### config.mk
export PLATFORM = sky130hd
export DESIGN_NAME = muldiv_hilo
export DESIGN_NICKNAME = d
export VERILOG_FILES = /design/src/rtl/muldiv_hilo.sv
export SDC_FILE = /design/constraint.sdc
export NUM_CORES = 1
export LEC_CHECK = 0
export CORE_MARGIN = 2
export CORE_UTILIZATION = 35
export CTS_CLUSTER_DIAMETER = 50
export DETAILED_ROUTE_END_ITERATION = 10
export GPL_TIMING_DRIVEN = 0
export PLACE_DENSITY_LB_ADDON = 0.08
export SLEW_MARGIN = 20
export SYNTH_ARGS = -nofsm -noshare
export SYNTH_HDL_FRONTEND = slang
export SYNTH_SLANG_ARGS = --single-unit
export TNS_END_PERCENT = 50
### constraint.sdc
create_clock -name CLK -period 4.57 [get_ports CLK]
set_input_delay 0.914 -clock CLK [delete_from_list [all_inputs] [get_ports CLK]]
set_output_delay 0.914 -clock CLK [all_outputs]
set_load 0.01 [all_outputs]
### src/rtl/muldiv_hilo.sv
// ---------------------------------------------------------------------------
// muldiv_hilo
//   Multi-cycle multiply/divide unit owning the HI/LO register pair. Executes
//   MULT/MULTU/DIV/DIVU/MTHI/MTLO and supplies MFHI/MFLO read data. Sits
//   beside the ALU in EX and takes the decode-stage operands (rs -> A,
//   rt -> B).
//
//   Multiply: 32-step shift-add on operand magnitudes, sign fixed in FIX.
//   Divide:   32-step restoring divide on operand magnitudes, sign fixed in
//             FIX (quotient negated on sign mismatch, remainder follows A).
//   Divide by zero skips the iterations: Lo = all ones, Hi = A.
//
//   Optional feature macro: FAST_MULT_EN
//     defined   -> MULT/MULTU finish in the accept cycle (Busy stays low).
//     undefined -> MULT/MULTU use the iterative path (33-cycle latency).
//
// Ports
//   CLK     in   1     clock, posedge
//   RST     in   1     synchronous reset, active-low
//   Valid   in   1     Ins/A/B carry an issued instruction
//   Ins     in   32    instruction word (op = Ins[31:26], func = Ins[5:0])
//   A       in   XLEN  rs operand
//   B       in   XLEN  rt operand
//   Busy    out  1     long operation in flight
//   Stall   out  1     HI/LO-class op offered while Busy (issue must hold)
//   Done    out  1     one-cycle pulse after MULT*/DIV* update HI/LO
//   Hi      out  XLEN  HI register
//   Lo      out  XLEN  LO register
//   MfData  out  XLEN  Hi for MFHI, Lo otherwise
// ---------------------------------------------------------------------------
module muldiv_hilo #(
    parameter int XLEN  = 32,
    parameter int CNT_W = 6
) (
    input  logic            CLK,
    input  logic            RST,
    input  logic            Valid,
    input  logic [31:0]     Ins,
    input  logic [XLEN-1:0] A,
    input  logic [XLEN-1:0] B,
    output logic            Busy,
    output logic            Stall,
    output logic            Done,
    output logic [XLEN-1:0] Hi,
    output logic [XLEN-1:0] Lo,
    output logic [XLEN-1:0] MfData
);

    localparam logic [5:0] R_FORM  = 6'h00;
    localparam logic [5:0] F_MFHI  = 6'h10;
    localparam logic [5:0] F_MTHI  = 6'h11;
    localparam logic [5:0] F_MFLO  = 6'h12;
    localparam logic [5:0] F_MTLO  = 6'h13;
    localparam logic [5:0] F_MULT  = 6'h18;
    localparam logic [5:0] F_MULTU = 6'h19;
    localparam logic [5:0] F_DIV   = 6'h1A;
    localparam logic [5:0] F_DIVU  = 6'h1B;

    typedef enum logic [1:0] {
        S_IDLE,
        S_MUL,
        S_DIV,
        S_FIX
    } state_t;

    state_t state, state_nx;

    logic [5:0]      op;
    logic [5:0]      func;
    logic            is_class;
    logic            accept;
    logic            start_mul;
    logic            start_div;
    logic            is_signed;
    logic            b_zero;
    logic            sign_diff;
    logic [XLEN-1:0] abs_a;
    logic [XLEN-1:0] abs_b;
    logic            ins_unused;

    // Working registers for the iterative datapath (not architectural).
    logic [XLEN-1:0] work_hi;
    logic [XLEN-1:0] work_lo;
    logic [XLEN-1:0] opnd;
    logic            neg_q;
    logic            neg_r;
    logic            mode_mul;
    logic [CNT_W-1:0] cnt;

    logic [XLEN:0]     mul_sum;
    logic [XLEN:0]     div_shift;
    logic              div_ge;
    logic [2*XLEN-1:0] fix_prod;
    logic [XLEN-1:0]   fix_hi;
    logic [XLEN-1:0]   fix_lo;

`ifdef FAST_MULT_EN
    logic [2*XLEN-1:0] fast_mag;
    logic [2*XLEN-1:0] fast_prod;
`endif

    function automatic logic [XLEN-1:0] abs_val(input logic [XLEN-1:0] x,
                                                input logic en);
        return (en && x[XLEN-1]) ? -x : x;
    endfunction

    function automatic logic [XLEN-1:0] neg_if(input logic [XLEN-1:0] x,
                                               input logic en);
        return en ? -x : x;
    endfunction

    // -----------------------------------------------------------------------
    // Decode
    // -----------------------------------------------------------------------
    assign op         = Ins[31:26];
    assign func       = Ins[5:0];
    assign ins_unused = ^Ins[25:6];

    always_comb begin
        is_class = 1'b0;
        if (op == R_FORM) begin
            case (func)
                F_MFHI, F_MTHI, F_MFLO, F_MTLO,
                F_MULT, F_MULTU, F_DIV, F_DIVU: is_class = 1'b1;
                default:                        is_class = 1'b0;
            endcase
        end
    end

    assign Busy      = (state != S_IDLE);
    assign Stall     = Valid && Busy && is_class;
    assign accept    = Valid && !Busy && is_class;
    assign start_mul = accept && (func == F_MULT || func == F_MULTU);
    assign start_div = accept && (func == F_DIV  || func == F_DIVU);
    assign is_signed = (func == F_MULT) || (func == F_DIV);
    assign b_zero    = (B == '0);
    assign sign_diff = is_signed && (A[XLEN-1] ^ B[XLEN-1]);
    assign abs_a     = abs_val(A, is_signed);
    assign abs_b     = abs_val(B, is_signed);

    assign MfData = (func == F_MFHI) ? Hi : Lo;

`ifdef FAST_MULT_EN
    assign fast_mag  = {{XLEN{1'b0}}, abs_a} * {{XLEN{1'b0}}, abs_b};
    assign fast_prod = sign_diff ? -fast_mag : fast_mag;
`endif

    // -----------------------------------------------------------------------
    // Iteration step logic
    // -----------------------------------------------------------------------
    // Shift-add: add multiplicand into the high half when the current
    // multiplier bit (LSB of work_lo) is set, then shift the pair right.
    assign mul_sum = {1'b0, work_hi} + {1'b0, (work_lo[0] ? opnd : '0)};

    // Restoring divide: 33-bit partial remainder is the old remainder with
    // the next dividend bit shifted in.
    assign div_shift = {work_hi, work_lo[XLEN-1]};
    assign div_ge    = (div_shift >= {1'b0, opnd});

    // Sign correction applied on the FIX cycle.
    assign fix_prod = neg_q ? -{work_hi, work_lo} : {work_hi, work_lo};

    always_comb begin
        fix_hi = neg_if(work_hi, neg_r);
        fix_lo = neg_if(work_lo, neg_q);
        if (mode_mul) begin
            fix_hi = fix_prod[2*XLEN-1:XLEN];
            fix_lo = fix_prod[XLEN-1:0];
        end
    end

    // -----------------------------------------------------------------------
    // FSM
    // -----------------------------------------------------------------------
    always_ff @(posedge CLK) begin
        if (!RST) begin
            state <= S_IDLE;
        end else begin
            state <= state_nx;
        end
    end

    always_comb begin
        state_nx = state;
        case (state)
            S_IDLE: begin
`ifndef FAST_MULT_EN
                if (start_mul) begin
                    state_nx = S_MUL;
                end
`endif
                if (start_div) begin
                    state_nx = b_zero ? S_FIX : S_DIV;
                end
            end
            S_MUL, S_DIV: begin
                if (cnt == CNT_W'(XLEN - 1)) begin
                    state_nx = S_FIX;
                end
            end
            S_FIX:   state_nx = S_IDLE;
            default: state_nx = S_IDLE;
        endcase
    end

    // -----------------------------------------------------------------------
    // Architectural state: HI/LO, Done, iteration counter
    // -----------------------------------------------------------------------
    always_ff @(posedge CLK) begin
        if (!RST) begin
            Hi   <= '0;
            Lo   <= '0;
            Done <= 1'b0;
            cnt  <= '0;
        end else begin
            Done <= 1'b0;
            case (state)
                S_IDLE: begin
                    cnt <= '0;
                    if (accept && func == F_MTHI) begin
                        Hi <= A;
                    end
                    if (accept && func == F_MTLO) begin
                        Lo <= A;
                    end
`ifdef FAST_MULT_EN
                    if (start_mul) begin
                        Hi   <= fast_prod[2*XLEN-1:XLEN];
                        Lo   <= fast_prod[XLEN-1:0];
                        Done <= 1'b1;
                    end
`endif
                end
                S_MUL, S_DIV: begin
                    cnt <= cnt + 1'b1;
                end
                S_FIX: begin
                    Hi   <= fix_hi;
                    Lo   <= fix_lo;
                    Done <= 1'b1;
                end
                default: ;
            endcase
        end
    end

    // -----------------------------------------------------------------------
    // Working datapath (no reset: contents only matter once loaded at accept)
    // -----------------------------------------------------------------------
    always_ff @(posedge CLK) begin
        case (state)
            S_IDLE: begin
                if (start_mul) begin
                    work_hi  <= '0;
                    work_lo  <= abs_b;
                    opnd     <= abs_a;
                    neg_q    <= sign_diff;
                    neg_r    <= 1'b0;
                    mode_mul <= 1'b1;
                end
                if (start_div) begin
                    mode_mul <= 1'b0;
                    opnd     <= abs_b;
                    if (b_zero) begin
                        work_hi <= A;
                        work_lo <= '1;
                        neg_q   <= 1'b0;
                        neg_r   <= 1'b0;
                    end else begin
                        work_hi <= '0;
                        work_lo <= abs_a;
                        neg_q   <= sign_diff;
                        neg_r   <= is_signed && A[XLEN-1];
                    end
                end
            end
            S_MUL: begin
                work_hi <= mul_sum[XLEN:1];
                work_lo <= {mul_sum[0], work_lo[XLEN-1:1]};
            end
            S_DIV: begin
                work_hi <= div_ge ? XLEN'(div_shift - {1'b0, opnd})
                                  : div_shift[XLEN-1:0];
                work_lo <= {work_lo[XLEN-2:0], div_ge};
            end
            default: ;
        endcase
    end

endmodule
# Yosys cells after proc, flatten, opt, wreduce, memory -nomap -nowiden
# Memory sizes are Yosys's and may differ from the RTL's.
# Cells that the tools add are included.
dict set report word_totals {
  latch_bits 0
  romBits 32
  mem_bits_rw 0
  in_bits 99
  mem_count 1
  reg_bits 172
}
# memory words word_bits read_ports rd_clocked_by_memory_dff wr line
set mem_list {}
lappend mem_list {{(name not given)} 32 1 1 0 0 122} ;# case (func)
dict set report classes {
  reduce_logical 29
  n_addsub 8
  order_cmp 1
  mux 40
  shifts 0
  n_div 0
  eq_ne 15
  n_bitwise 1
  multipliers 0
}
# op n
set op_table {}
lappend op_table {{two-way mux 32 bit} 19}
lappend op_table {{case mux 32 bit (3 select lines)} 2}
lappend op_table {{negator 32 bit} 4}
lappend op_table {{case mux 32 bit (2 select lines)} 2}
lappend op_table {{two-way mux 64 bit} 1}
lappend op_table {{negator 64 bit} 1}
lappend op_table {{== test 6 x 5 -> 1 bit, second input constant} 8}
lappend op_table {{adder 32 x 32 -> 33 bit} 1}
lappend op_table {{greater-or-equal comparator 33 x 32 -> 1 bit} 1}
lappend op_table {{zero test 32 bit} 1}
lappend op_table {{subtractor 32 bit} 1}
lappend op_table {{case mux 6 bit (2 select lines)} 1}
lappend op_table {{logical AND 1 bit} 11}
lappend op_table {{two-way mux 1 bit} 11}
lappend op_table {{AND reduction 2 bit} 5}
lappend op_table {{nonzero test 2 bit} 4}
lappend op_table {{adder 6 x 1 -> 6 bit, second input constant} 1}
lappend op_table {{zero test 6 bit} 1}
lappend op_table {{two-way mux 2 bit} 3}
lappend op_table {{!= test 2 bit, second input constant} 3}
lappend op_table {{case mux 2 bit (3 select lines)} 1}
lappend op_table {{== test 2 bit, second input constant} 2}
lappend op_table {{logical OR 1 bit} 3}
lappend op_table {{!= test 3 bit, second input constant} 1}
lappend op_table {{6 further kinds} 6}

# Longest topological paths before layout
dict set report logic_depth {
  word_depth 8
  ltp_mapped 14
  ltp_nobuf 13
}

# Worst setup path after synthesis
# OpenSTA, ideal clock, no wires.
dict set report synth_path {
  kind {input port to flip-flop}
  startpoint {input port Ins[27]}
  endpoint {register work_hi[0] (enable)}
  setup_time_ns 0.432
  setup_slack_ns -0.170
  arrival_time_ns 4.307
  required_time_ns 4.138
  n_path_buf 1
  path_stages 5
  path_cell_list {nor4b_1 > and4_1 > and3_1 > clkbuf_1 > nand2b_1}
}
dict set report synth_via {
  elab_chain_cells 6
}
# element line
set synth_rtl {}
lappend synth_rtl {{start, declared} 38} ;# input logic [31:0] Ins,
lappend synth_rtl {{zero test 6 bit (*)} 121} ;# if (op == R_FORM) begin
lappend synth_rtl {{two-way mux 1 bit (*)} 121}
lappend synth_rtl {{logical AND 1 bit (*)} 132} ;# assign accept = Valid && !Busy && is_class;
lappend synth_rtl {{logical AND 1 bit (on tied branches)} {133, 134}}
lappend synth_rtl {{!= test 3 bit (no line) (*)} n/a}
lappend synth_rtl {{AND reduction 2 bit (no line) (*)} n/a}
lappend synth_rtl {{end signal, assigned} 278} ;# work_hi <= mul_sum[XLEN:1];
lappend synth_rtl {{end signal, assigned} 282} ;# work_hi <= div_ge ? XLEN'(div_shift - {1'b0, opnd})
lappend synth_rtl {{end, declared} 82} ;# logic [XLEN-1:0] work_hi;
# Mark *: on every way between the ends. The rest lies on a longest branch, timed or not.
# A chain may end at the register's enable or synchronous reset.

# Worst setup path in the final report
dict set report layout_path {
  startpoint {input port Ins[5]}
  endpoint {output port MfData[2]}
}
dict set report layout_via {
  elab_chain_cells 2
}
# element line
set layout_rtl {}
lappend layout_rtl {{== test 6 x 5 -> 1 bit} 141} ;# assign MfData = (func == F_MFHI) ? Hi : Lo;
lappend layout_rtl {{two-way mux 32 bit} 141}
lappend layout_rtl {{end, declared} 46} ;# output logic [XLEN-1:0] MfData
# No other way between the ends.

==> reports/metrics.yaml <==
outcome:
  status: "complete, no violations"
timing:
  final-setup-viol-count: 0
  finalClockSkew_ns: 0.0161
  fin_ws_ns: 0.0425
  drv_slew: 0
  endpoints_failing_hold: 0
  worst-slew-pin-transition_ns: 1.14
  min_period_over_period_pct: 99.1
  grt_setup_unrepaired: "yes"
  min_clock_period_post_route_ns: 4.53
  finalSetupTns_ns: 0
  max_freq_ghz: 0.221
  maxSlewHeadroom_pct: 23.7
critical_path:
  worstReg2RegStart: "work_hi[7]"
  worst_r2r_endpoint: "work_hi[14]"
  worst_r2r_path_depth: 11
  cp-start-kind: "input pin"
  critical_path.endpoint_type: "output port"
  timing.critical_path.arrival_ns: 3.61
  required_ns: 3.66
  criticalPathCategory: "input pin to output port"
  cp_max_fo: 10
  r2r_slack_ns: 0.09
floorplan:
  floorplan.io_pins: 198
  die_area_um2: 44900
  placementRows: 76
  dieHeight_um: 212
  placeableCoreArea_um2: 42900
  die_w_um: 212
  initial_core_util_pct: 35.2
global_routing:
  maximum_number_of_pins_on_one_net_before_global_route_repair: 49
  number_of_antenna_violations_at_the_first_check_in_global_routing: 2
  global_route.overflow_total: 0
  grt_pass1_wl_um: 103000
  globalRouteTotalUtil_pct: 31.6
  first_global_vias: 15178
detailed_routing:
  wl_per_cell_um: 26.4
  dr.pass1.iters: 6
  antenna_violating_nets_post_route: 0
  routed_wl_um: 71300
  drt_iter0_markers: 1598
  drt-vias-per-instance: 5.97
  vias: 16138
  drt_drc_violations_left: 0
synthesis:
  cells_after_synth: 1909
  synth_seq_cells: 172
  synth-edff-count: 99
  dominantRegCellSynth: "sky130_fd_sc_hd__edfxtp_1"
  post_synth_net_total: 2084
  synth_seq_area_share_pct: 29.3
  dominant_combinational_cell_family_by_area_after_synthesis: "compound AO/OA/AOI/OAI gates"
  synth-xor-area-share_pct: 10.1
  avgSynthCellArea_um2: 7.92
  synth.yosys.warnings: 0
  yosys.area_share.adder_pct: 6.39
  synth_cell_type_count: 75
  synthMuxAreaShare_pct: 4.59
  synth_compound_gate_area_share_pct: 26.0
  yosys.area_share.simple_pct: 18.7
  async_reset_ff_share_pct: 0
  netlist_area_um2: 15100
place:
  place_hpwl_um: 57900
  numPortBuffers: 173
  dpl_worst_slack_ns: -0.589
  detailed_place.area_um2: 17600
  gp_congestion: 0.977
final_layout:
  multi_input_comb_area_um2: 10000
  share_of_post_route_cells_with_drive_strength_above_1_pct: 4.86
  area.sequential_um2: 4430
  fillers: 4428
  diodes: 0
  layout-area-overhead-vs-synth_pct: 21.1
  design_area_um2: 18300
  num-nets-final: 2280
hold_path:
  worst_hold_path.num_cells: 2
  hp-class: "register to register"
  worst_hold_startpoint: "Hi[19]"
  timing.hold.worst_endpoint: "Hi[19]"
clocking:
  tritoncts.num_buffers: 17
  clk_root_buffer_cell: "sky130_fd_sc_hd__clkbuf_16"
  tritoncts: "yes"
  htreeDepth: 4
  cts_hold_buffers: 0
  tritoncts_num_sinks: 172
  clk_latency_ns: 0.48
  cts.reportedPaths.clkPinSlew_ns: 0.08
  max-clock-path-buffers: 2
pwr:
  irDropWorstVdd_uv: 293
  fin_total_pwr_w: 0.00607
  power.static_leakage_nw: 6.84
  power-per-cell-area_nw_per_um2: 332
flow_run:
  max-cap-violations: 0
-- layout make-up --
class	instances	share of cell area (%)
Buffer	117	2.49
Clock buffer	17	2.32
Clock inverter	15	0.930
Inverter	76	1.56
Multi-Input combinational cell	1544	54.7
Sequential cell	172	24.2
Tap cell	585	4.00
Timing Repair Buffer	177	9.80
-- power breakdown --
group          leakage, nW  internal [W]  switching [W]  total (W)
logic                 5.04      0.000846        0.00154    0.00239
clock network        0.294      0.000783       0.000778    0.00156
registers             1.50       0.00183       0.000298    0.00213
-- state kept, by name, summed over array words and instances (netlist names) --
register,count
state,2
Lo,32
opnd,32
Done,1
neg_q,1
cnt,6
work_hi,32
neg_r,1
Hi,32
mode_mul,1
work_lo,32
-- routing by layer --
metal	track usage (%)	routed length, um	vias up
met3	4.84	4880	127
met2	49.7	31700	689
met1	43.5	31700	7916
met4	12.5	2900	2
li1	-	-	7404
met5	0	9	-
-- per-stage QoR --
| step | std cells | util (%) | hold WS [ns] |
|---|---|---|---|
| finish | 2703 | 42.7 | 0.491 |
| global route | 2703 | 42.7 | 0.508 |
| CTS | 2701 | 42.6 | 0.492 |
| detailed placement | 2669 | 41.1 | 0.481 |
| global placement | 2667 | 41.0 | 0.481 |
| floorplan | 1909 | - | 0.455 |
-- worst max path at each step --
stage / startpoint / end / slack [ns] / cells after the start
final: Ins[5] / MfData[2] / 0.04 / 6
after global routing: B[10] / work_lo[10] / -0.05 / 13
after CTS: work_lo[0] / work_hi[30] / 0.03 / 12
after detailed placement: B[10] / work_hi[7] / -0.59 / 10
after global placement: Ins[27] / work_lo[9] / -1.44 / 9
after floorplan: Ins[27] / work_hi[0] / 0.49 / 5
-- cell families (layout without fill, tap and decap cells) --
kind of cell / count (synthesis) / in the layout
AND/OR/NAND/NOR: 616 / 616
adder cells (fa/ha/maj): 76 / 76
buffers and inverters: 193 / 402
flip-flops: 172 / 172
multiplexers: 65 / 65
XOR/XNOR: 174 / 174
AO/OA/AOI/OAI: 613 / 613
-- worst max-delay path: stages --
cell and delay [ns]:
sky130_fd_sc_hd__clkdlybuf4s50_1 0.47, sky130_fd_sc_hd__nor4b_4 0.61, sky130_fd_sc_hd__nand2_1 0.31, sky130_fd_sc_hd__buf_1 0.41
sky130_fd_sc_hd__mux2_2 0.34, sky130_fd_sc_hd__clkdlybuf4s50_1 0.56
-- synth_stat cells (4+ instances only) --
master / instances / area (um^2)
sky130_fd_sc_hd__nand3_1: 27 / 135
sky130_fd_sc_hd__and2_1: 15 / 93.8
sky130_fd_sc_hd__a211o_1: 8 / 70.1
sky130_fd_sc_hd__a221oi_1: 8 / 70.1
sky130_fd_sc_hd__a31oi_1: 21 / 131
sky130_fd_sc_hd__nor4_1: 25 / 156
sky130_fd_sc_hd__nand2b_1: 12 / 75.1
sky130_fd_sc_hd__nor2b_1: 14 / 87.6
sky130_fd_sc_hd__o41ai_1: 12 / 105
sky130_fd_sc_hd__or4_1: 10 / 75.1
sky130_fd_sc_hd__o21ai_0: 127 / 636
sky130_fd_sc_hd__a21o_1: 27 / 203
sky130_fd_sc_hd__a311oi_1: 4 / 35.0
sky130_fd_sc_hd__mux2i_1: 30 / 300
sky130_fd_sc_hd__o31ai_1: 24 / 180
sky130_fd_sc_hd__a22oi_1: 29 / 218
sky130_fd_sc_hd__o211ai_1: 15 / 113
sky130_fd_sc_hd__xnor2_1: 73 / 639
sky130_fd_sc_hd__nand4_1: 12 / 75.1
sky130_fd_sc_hd__a21boi_0: 6 / 45.0
sky130_fd_sc_hd__o2111ai_1: 6 / 52.6
sky130_fd_sc_hd__or2_2: 4 / 25.0
sky130_fd_sc_hd__nor2_1: 254 / 953
sky130_fd_sc_hd__ha_1: 74 / 926
sky130_fd_sc_hd__o21a_1: 4 / 30.0
sky130_fd_sc_hd__nand2_1: 151 / 567
sky130_fd_sc_hd__nor3_1: 42 / 210
sky130_fd_sc_hd__a22o_1: 9 / 78.8
sky130_fd_sc_hd__clkbuf_1: 100 / 375
sky130_fd_sc_hd__or3_1: 12 / 75.1
sky130_fd_sc_hd__edfxtp_1: 99 / 2970
sky130_fd_sc_hd__o311ai_0: 8 / 70.1
sky130_fd_sc_hd__xor2_1: 101 / 885
sky130_fd_sc_hd__and3b_1: 4 / 35.0
sky130_fd_sc_hd__dfxtp_1: 73 / 1460
sky130_fd_sc_hd__mux2_2: 35 / 394
sky130_fd_sc_hd__and3_1: 14 / 87.6
sky130_fd_sc_hd__a221o_1: 21 / 210
sky130_fd_sc_hd__o22ai_1: 6 / 37.5
sky130_fd_sc_hd__a21oi_1: 203 / 1020
sky130_fd_sc_hd__inv_1: 75 / 282
sky130_fd_sc_hd__o21bai_1: 5 / 37.5
sky130_fd_sc_hd__a211oi_1: 45 / 338
sky130_fd_sc_hd__buf_1: 14 / 52.6
-- what timing repair did --
action | in CTS | in global routing
setup endpoints to repair | 56 | 29
endpoints found under the hold margin | 0 | 0
setup buffers | 0 | 2
resized for setup | 7 | 9
pin swaps | 0 | 1
-- cell usage in the layout (no fill, tap or decap), types with 21 or more instances in the layout --
master / n
sky130_fd_sc_hd__a21oi_1: 203
sky130_fd_sc_hd__a31oi_1: 21
sky130_fd_sc_hd__inv_1: 75
sky130_fd_sc_hd__o21ai_0: 127
sky130_fd_sc_hd__xor2_1: 101
sky130_fd_sc_hd__nand3_1: 27
sky130_fd_sc_hd__clkdlybuf4s50_1: 173
sky130_fd_sc_hd__dfxtp_1: 73
sky130_fd_sc_hd__a21o_1: 27
sky130_fd_sc_hd__clkbuf_1: 95
sky130_fd_sc_hd__nor3_1: 41
sky130_fd_sc_hd__nor2_1: 254
sky130_fd_sc_hd__o31ai_1: 24
sky130_fd_sc_hd__mux2i_1: 30
sky130_fd_sc_hd__a221o_1: 21
sky130_fd_sc_hd__mux2_2: 35
sky130_fd_sc_hd__xnor2_1: 73
sky130_fd_sc_hd__a22oi_1: 29
sky130_fd_sc_hd__ha_1: 74
sky130_fd_sc_hd__edfxtp_1: 99
sky130_fd_sc_hd__nand2_1: 151
sky130_fd_sc_hd__nor4_1: 24
sky130_fd_sc_hd__a211oi_1: 44
Power figures use the tool's default switching activity.
